### config.mk
export PLATFORM = sky130hd
export DESIGN_NAME = uart_tx_drain
export DESIGN_NICKNAME = d
export VERILOG_FILES = /design/src/rtl/uart_tx_drain.sv
export SDC_FILE = /design/constraint.sdc
export NUM_CORES = 1
export LEC_CHECK = 0
export BUFFER_PORTS_ARGS = -buffer_cell sky130_fd_sc_hd__buf_2
export CORE_MARGIN = 4
export CORE_UTILIZATION = 56
export CTS_CLUSTER_DIAMETER = 30
export DETAILED_ROUTE_END_ITERATION = 12
export MAX_ROUTING_LAYER = met4
export PLACE_DENSITY = 0.83
export SLEW_MARGIN = 20
export SYNTH_ARGS = -nofsm -noshare
export SYNTH_HDL_FRONTEND = slang
export SYNTH_SLANG_ARGS = --single-unit
### constraint.sdc
create_clock -name clock -period 3.86 [get_ports clock]
set_clock_uncertainty 0.05 [all_clocks]
set_input_delay 0.965 -clock clock [delete_from_list [all_inputs] [get_ports clock]]
set_output_delay 0.965 -clock clock [all_outputs]
set_load 0.02 [all_outputs]
### src/rtl/uart_tx_drain.sv
// UART transmitter that drains an upstream show-ahead FIFO, one 8N1/8P1 frame per byte.
// Line settings are captured with each byte, so they only take effect at frame boundaries.
module uart_tx_drain #(
    parameter int unsigned STOP_BITS = 1
) (
    input  logic        clock,
    input  logic        reset_n,
    input  logic        fifo_empty,
    input  logic [7:0]  fifo_data,
    output logic        fifo_read,
    input  logic [15:0] baud_div,
    input  logic        parity_en,
    input  logic        parity_odd,
    output logic        tx,
    output logic        busy,
    output logic        frame_done
);

    localparam logic [2:0] IDLE   = 3'd0;
    localparam logic [2:0] START  = 3'd1;
    localparam logic [2:0] DATA   = 3'd2;
    localparam logic [2:0] PARITY = 3'd3;
    localparam logic [2:0] STOP   = 3'd4;

    localparam logic STOP_LAST = (STOP_BITS == 2);

    logic [2:0]  state_q,   state_d;
    logic [15:0] cnt_q,     cnt_d;
    logic [15:0] last_q,    last_d;
    logic [2:0]  bit_q,     bit_d;
    logic        stop_q,    stop_d;
    logic [7:0]  shift_q,   shift_d;
    logic        par_en_q,  par_en_d;
    logic        par_bit_q, par_bit_d;
    logic        tx_q,      tx_d;
    logic        busy_q,    busy_d;
    logic        done_q,    done_d;

    logic tick;
    logic last_stop;

    assign tick      = (cnt_q == last_q);
    assign last_stop = (state_q == STOP) && tick && (stop_q == STOP_LAST);
    assign fifo_read = reset_n & ~fifo_empty & ((state_q == IDLE) | last_stop);

    always_comb begin
        state_d   = state_q;
        cnt_d     = tick ? '0 : cnt_q + 16'd1;
        last_d    = last_q;
        bit_d     = bit_q;
        stop_d    = stop_q;
        shift_d   = shift_q;
        par_en_d  = par_en_q;
        par_bit_d = par_bit_q;
        done_d    = 1'b0;

        case (state_q)
            IDLE: cnt_d = '0;
            START: begin
                if (tick) begin
                    state_d = DATA;
                    bit_d   = '0;
                end
            end
            DATA: begin
                if (tick) begin
                    if (bit_q == 3'd7) begin
                        state_d = par_en_q ? PARITY : STOP;
                        stop_d  = 1'b0;
                    end else begin
                        bit_d   = bit_q + 3'd1;
                        shift_d = {1'b0, shift_q[7:1]};
                    end
                end
            end
            PARITY: begin
                if (tick) begin
                    state_d = STOP;
                    stop_d  = 1'b0;
                end
            end
            STOP: begin
                if (tick) begin
                    if (stop_q == STOP_LAST) begin
                        state_d = IDLE;
                        done_d  = 1'b1;
                    end else begin
                        stop_d = stop_q + 1'b1;
                    end
                end
            end
            default: state_d = IDLE;
        endcase

        // A pop overrides the stop->idle transition so the next start bit follows with no gap.
        if (fifo_read) begin
            state_d   = START;
            cnt_d     = '0;
            shift_d   = fifo_data;
            last_d    = (baud_div == 16'd0) ? '0 : baud_div - 16'd1;
            par_en_d  = parity_en;
            par_bit_d = (^fifo_data) ^ parity_odd;
        end

        case (state_d)
            START:   tx_d = 1'b0;
            DATA:    tx_d = shift_d[0];
            PARITY:  tx_d = par_bit_d;
            default: tx_d = 1'b1;
        endcase
        busy_d = (state_d != IDLE);
    end

    always_ff @(posedge clock) begin
        if (!reset_n) begin
            state_q   <= IDLE;
            cnt_q     <= '0;
            last_q    <= '0;
            bit_q     <= '0;
            stop_q    <= 1'b0;
            shift_q   <= '0;
            par_en_q  <= 1'b0;
            par_bit_q <= 1'b0;
            tx_q      <= 1'b1;
            busy_q    <= 1'b0;
            done_q    <= 1'b0;
        end else begin
            state_q   <= state_d;
            cnt_q     <= cnt_d;
            last_q    <= last_d;
            bit_q     <= bit_d;
            stop_q    <= stop_d;
            shift_q   <= shift_d;
            par_en_q  <= par_en_d;
            par_bit_q <= par_bit_d;
            tx_q      <= tx_d;
            busy_q    <= busy_d;
            done_q    <= done_d;
        end
    end

    assign tx         = tx_q;
    assign busy       = busy_q;
    assign frame_done = done_q;

endmodule

==> report_table.html <==
<table>
<tr><th>Metric</th><th>Value</th></tr>
<tr><th colspan="2">Worst setup path</th></tr>
<tr><td>R2R Path Start</td><td>cnt_q[6]</td></tr>
<tr><td>Startpoint kind of the worst setup timing path</td><td>input port</td></tr>
<tr><td>Worst setup path startpoint</td><td>reset_n</td></tr>
<tr><td>Maximum fanout along the worst path</td><td>16</td></tr>
<tr><td>Required time worst endpoint</td><td>2.84 ns</td></tr>
<tr><td>Kind of capture point of the worst setup path</td><td>output pin</td></tr>
<tr><td>Type of the worst setup path</td><td>input port to output pin</td></tr>
<tr><td>Arrival time worst endpoint</td><td>2.20 ns</td></tr>
<tr><th colspan="2">Global route</th></tr>
<tr><td>Global routing usage summed across all routing layers</td><td>17.75%</td></tr>
<tr><td>Global-route wire length before repair</td><td>8438 microns</td></tr>
<tr><td>Initial antenna violation count</td><td>0</td></tr>
<tr><td>Remaining global-route overflow</td><td>0</td></tr>
<tr><td>Largest net degree at the start of global routing</td><td>46</td></tr>
<tr><td>Via count of the first global-routing pass</td><td>1,935</td></tr>
<tr><th colspan="2">Power</th></tr>
<tr><td>Total net switching power</td><td>266.6 uW</td></tr>
<tr><td>Portion of total power attributed to combinational logic</td><td>15.0%</td></tr>
<tr><td>Internal Pwr Total</td><td>786.4 uW</td></tr>
<tr><td>PnR Total Power</td><td>1053 uW</td></tr>
<tr><td>Net Sw Frac</td><td>25.32%</td></tr>
<tr><td>Power per cell area</td><td>361.6 nW/um^2</td></tr>
<tr><td>Leakage dissipation</td><td>0.001208 uW</td></tr>
<tr><td>Seq pwr share</td><td>54.1%</td></tr>
<tr><td>Power share of the clock group</td><td>30.9%</td></tr>
<tr><td>Max VDD drop</td><td>0.2701 mV</td></tr>
<tr><th colspan="2">Logic synthesis</th></tr>
<tr><td>Post-synthesis net count</td><td>342</td></tr>
<tr><td>Cell count after synthesis</td><td>309</td></tr>
<tr><td>Number of flip-flops and latches in the synthesized netlist</td><td>51</td></tr>
<tr><td>Yosys top cell area share</td><td>38.91%</td></tr>
<tr><td>Top FF cell, synth</td><td>sky130_fd_sc_hd__dfxtp_1</td></tr>
<tr><td>Syn avg cell area</td><td>8.491 sq um</td></tr>
<tr><td>Cell types occupying the most area after synthesis</td><td>sky130_fd_sc_hd__dfxtp_1, sky130_fd_sc_hd__xor2_1, sky130_fd_sc_hd__nor2_1, sky130_fd_sc_hd__xnor2_1, sky130_fd_sc_hd__nand3_1</td></tr>
<tr><td>Number of library cell types mapped by synthesis</td><td>44</td></tr>
<tr><td>Sequential share of the synthesized area</td><td>38.91%</td></tr>
<tr><td>Netlist area before placement</td><td>2624 sq um</td></tr>
<tr><td>Leading area contributor after synthesis</td><td>sky130_fd_sc_hd__dfxtp_1</td></tr>
<tr><td>Async SR Flop Fraction</td><td>0%</td></tr>
<tr><td>EDFF count, synth</td><td>0</td></tr>
<tr><td>Synthesis warning total</td><td>0</td></tr>
<tr><th colspan="2">STA</th></tr>
<tr><td>Actual slew at the worst max-slew pin</td><td>0.6863 ns</td></tr>
<tr><td>Hold Violations, Final</td><td>0</td></tr>
<tr><td>Clock period minus final worst setup slack</td><td>3.220 ns</td></tr>
<tr><td>Worst slew margin relative to its limit</td><td>54.20%</td></tr>
<tr><td>Final worst path period share</td><td>83.41%</td></tr>
<tr><td>Max-slew violations</td><td>0</td></tr>
<tr><td>Setup repair after global routing missed its margin</td><td>false</td></tr>
<tr><td>Fmax</td><td>310.6 MHz</td></tr>
<tr><td>Number of failing setup endpoints in the final timing report</td><td>0</td></tr>
<tr><td>Setup Total Neg Slack</td><td>0 ns</td></tr>
<tr><th colspan="2">Placement</th></tr>
<tr><td>Hpwl dp</td><td>3860 microns</td></tr>
<tr><td>Global placement routability congestion</td><td>0.8162</td></tr>
<tr><td>Placed Area</td><td>2811 sq um</td></tr>
<tr><td>I/O Buffers</td><td>32</td></tr>
<tr><td>Placed instance count</td><td>383</td></tr>
<tr><th colspan="2">Route</th></tr>
<tr><td>Detailed-routing iteration count for the pre-antenna-repair pass</td><td>4</td></tr>
<tr><td>Wirelength per Cell</td><td>13.01 microns</td></tr>
<tr><td>Number of nets with antenna violations after detailed routing</td><td>0</td></tr>
<tr><td>Wire length reported by the detailed router</td><td>5086 microns</td></tr>
<tr><td>DR vias/cell</td><td>5.527</td></tr>
<tr><td>Via count</td><td>2,161</td></tr>
<tr><td>Count of routing violations after the opening detailed-route iteration</td><td>202</td></tr>
<tr><td>Remaining design rule violation count</td><td>0</td></tr>
<tr><th colspan="2">Flow run</th></tr>
<tr><td>Max-cap check violation count</td><td>0</td></tr>
<tr><th colspan="2">Clock tree</th></tr>
<tr><td>Clock buffers created by TritonCTS</td><td>5</td></tr>
<tr><td>Hold Buf Count CTS</td><td>0</td></tr>
<tr><td>Clock transition time at the flip-flop clock pins of the worst setup and hold paths</td><td>0.08 ns</td></tr>
<tr><td>Clock tree from TritonCTS</td><td>built</td></tr>
<tr><td>TritonCTS Sinks</td><td>51</td></tr>
<tr><td>Clock Root Buffer</td><td>sky130_fd_sc_hd__clkbuf_8</td></tr>
<tr><td>Post-CTS Resized</td><td>0</td></tr>
<tr><td>Post-CTS setup buffer count</td><td>0</td></tr>
<tr><td>Maximum clock insertion buffer count</td><td>2</td></tr>
<tr><td>Worst-Skew Late Latency</td><td>0.29 ns</td></tr>
<tr><td>CTS HTree Levels</td><td>2</td></tr>
<tr><th colspan="2">Floorplan</th></tr>
<tr><td>Placement row count</td><td>24</td></tr>
<tr><td>Die Y-Extent</td><td>76.45 microns</td></tr>
<tr><td>I/O pin cnt</td><td>33</td></tr>
<tr><td>Area enclosed by the die boundary</td><td>5845 sq um</td></tr>
<tr><td>Initial standard-cell utilization of the core</td><td>59.04%</td></tr>
<tr><td>Die X-Extent</td><td>76.45 microns</td></tr>
<tr><td>Area of the placeable core</td><td>4444 sq um</td></tr>
<tr><th colspan="2">Final layout</th></tr>
<tr><td>Share of final-layout standard cells stronger than drive strength 1</td><td>15.93%</td></tr>
<tr><td>Post-route cell area</td><td>2912 sq um</td></tr>
<tr><td>Non-filler instance count after layout</td><td>391</td></tr>
<tr><td>Total Nets Final</td><td>371</td></tr>
<tr><td>Number of antenna repair diodes</td><td>0</td></tr>
<tr><td>Area growth syn-to-layout</td><td>10.97%</td></tr>
<tr><th colspan="2">Hold path</th></tr>
<tr><td>Hold WC Path Type</td><td>flip-flop to flip-flop</td></tr>
<tr><td>Hold wc startpoint</td><td>par_bit_q</td></tr>
<tr><th colspan="2">Status</th></tr>
<tr><td>Run status</td><td>finished, final reports clean</td></tr>
</table>
-- cell usage in the layout (no fill, tap or decap), types with 8 or more instances in the layout --
master                    instances
sky130_fd_sc_hd__nor2_1          47
sky130_fd_sc_hd__nand2_1         22
sky130_fd_sc_hd__xnor2_1         18
sky130_fd_sc_hd__dfxtp_1         51
sky130_fd_sc_hd__buf_2           32
sky130_fd_sc_hd__nor3_1          11
sky130_fd_sc_hd__nand3_1         20
sky130_fd_sc_hd__xor2_1          30
sky130_fd_sc_hd__a21oi_1         12
sky130_fd_sc_hd__o31ai_1          9
sky130_fd_sc_hd__inv_1            8
sky130_fd_sc_hd__mux2i_1          8
-- sequential cells by signal, indices dropped and copies added (netlist names) --
register and cells:
par_en_q 1, shift_q 8, busy 1, par_bit_q 1, state_q 3, tx 1
frame_done 1, last_q 16, bit_q 3, cnt_q 16
-- logic make-up after synthesis --
family	synth area share, %
xor gates and xnor gates	16.02
muxes	4.340
buffers and inverters	3.719
and+or+nand+nor	23.56
adders and majority gates	1.908
DFF	38.91
AOI/OAI and AO/OA	11.54
-- metrics by stage --
stage	util, %	hold slack (ns)	setup slack [ns]
final	65.51	0.4072	0.6402
after global routing	65.51	0.4363	0.5615
after CTS	65.51	0.4092	0.6380
after detailed placement	63.26	0.3979	0.6385
after global placement	63.26	0.3992	0.6669
after floorplan	-	0.3829	0.8973
-- layer usage --
metal	vias to the layer above	track usage, %	share of wire (%)
met5	-	-	0
li1	1120	-	-
met4	0	5.978	1.0
met1	986	22.73	47
met2	49	27.94	48
met3	6	3.664	3.8
-- synthesized netlist by cell type (2+ instances only) --
| cell type | instances |
|---|---|
| sky130_fd_sc_hd__nor2b_1 | 2 |
| sky130_fd_sc_hd__and2_1 | 2 |
| sky130_fd_sc_hd__o21ai_0 | 4 |
| sky130_fd_sc_hd__mux2i_1 | 8 |
| sky130_fd_sc_hd__and3_1 | 2 |
| sky130_fd_sc_hd__or2_2 | 2 |
| sky130_fd_sc_hd__a21oi_1 | 12 |
| sky130_fd_sc_hd__or3_1 | 6 |
| sky130_fd_sc_hd__nand3_1 | 20 |
| sky130_fd_sc_hd__nand2b_1 | 3 |
| sky130_fd_sc_hd__nand2_1 | 22 |
| sky130_fd_sc_hd__nand4_1 | 2 |
| sky130_fd_sc_hd__a21o_1 | 2 |
| sky130_fd_sc_hd__buf_6 | 2 |
| sky130_fd_sc_hd__nor3_1 | 11 |
| sky130_fd_sc_hd__xnor2_1 | 18 |
| sky130_fd_sc_hd__a211oi_1 | 7 |
| sky130_fd_sc_hd__nor4_1 | 4 |
| sky130_fd_sc_hd__dfxtp_1 | 51 |
| sky130_fd_sc_hd__clkbuf_1 | 12 |
| sky130_fd_sc_hd__xor2_1 | 30 |
| sky130_fd_sc_hd__ha_1 | 4 |
| sky130_fd_sc_hd__nor2_1 | 47 |
| sky130_fd_sc_hd__o31ai_1 | 9 |
| sky130_fd_sc_hd__inv_1 | 8 |
-- power groups by stage --
stage | Combinational (uW) | Sequential (uW) | Clock (uW)
4_1_cts | 159 | 569 | 328
2_1_floorplan | 113 | 578 | 0
3_5_place_dp | 157 | 582 | 0
3_3_place_gp | 152 | 581 | 0
5_1_grt | 175 | 573 | 351
6_report | 158 | 570 | 325
-- worst paths after layout --
check	depth (start not counted)	endpoint	slack, ns
setup / recovery	6	fifo_read	0.64
hold / removal	2	par_bit_q	0.41
setup reg to reg	8	tx	1.26
hold reg to reg	2	par_bit_q	0.41
-- final cells by class --
cell class,instances,area (sq um)
multi-input combinational,236,1505
timing repair buffer,36,190.2
sequential,51,1021
clock buffer,8,100.1
inverter,8,30.03
fill,385,1533
tap,52,65.06
-- worst max-delay path, cell delays in order --
cell,delay [ns]
sky130_fd_sc_hd__buf_2,0.25
sky130_fd_sc_hd__nand2_1,0.10
sky130_fd_sc_hd__or2_2,0.33
sky130_fd_sc_hd__a21o_2,0.21
sky130_fd_sc_hd__inv_1,0.15
sky130_fd_sc_hd__buf_2,0.20
No activity file was read; power rests on OpenSTA's default activity.
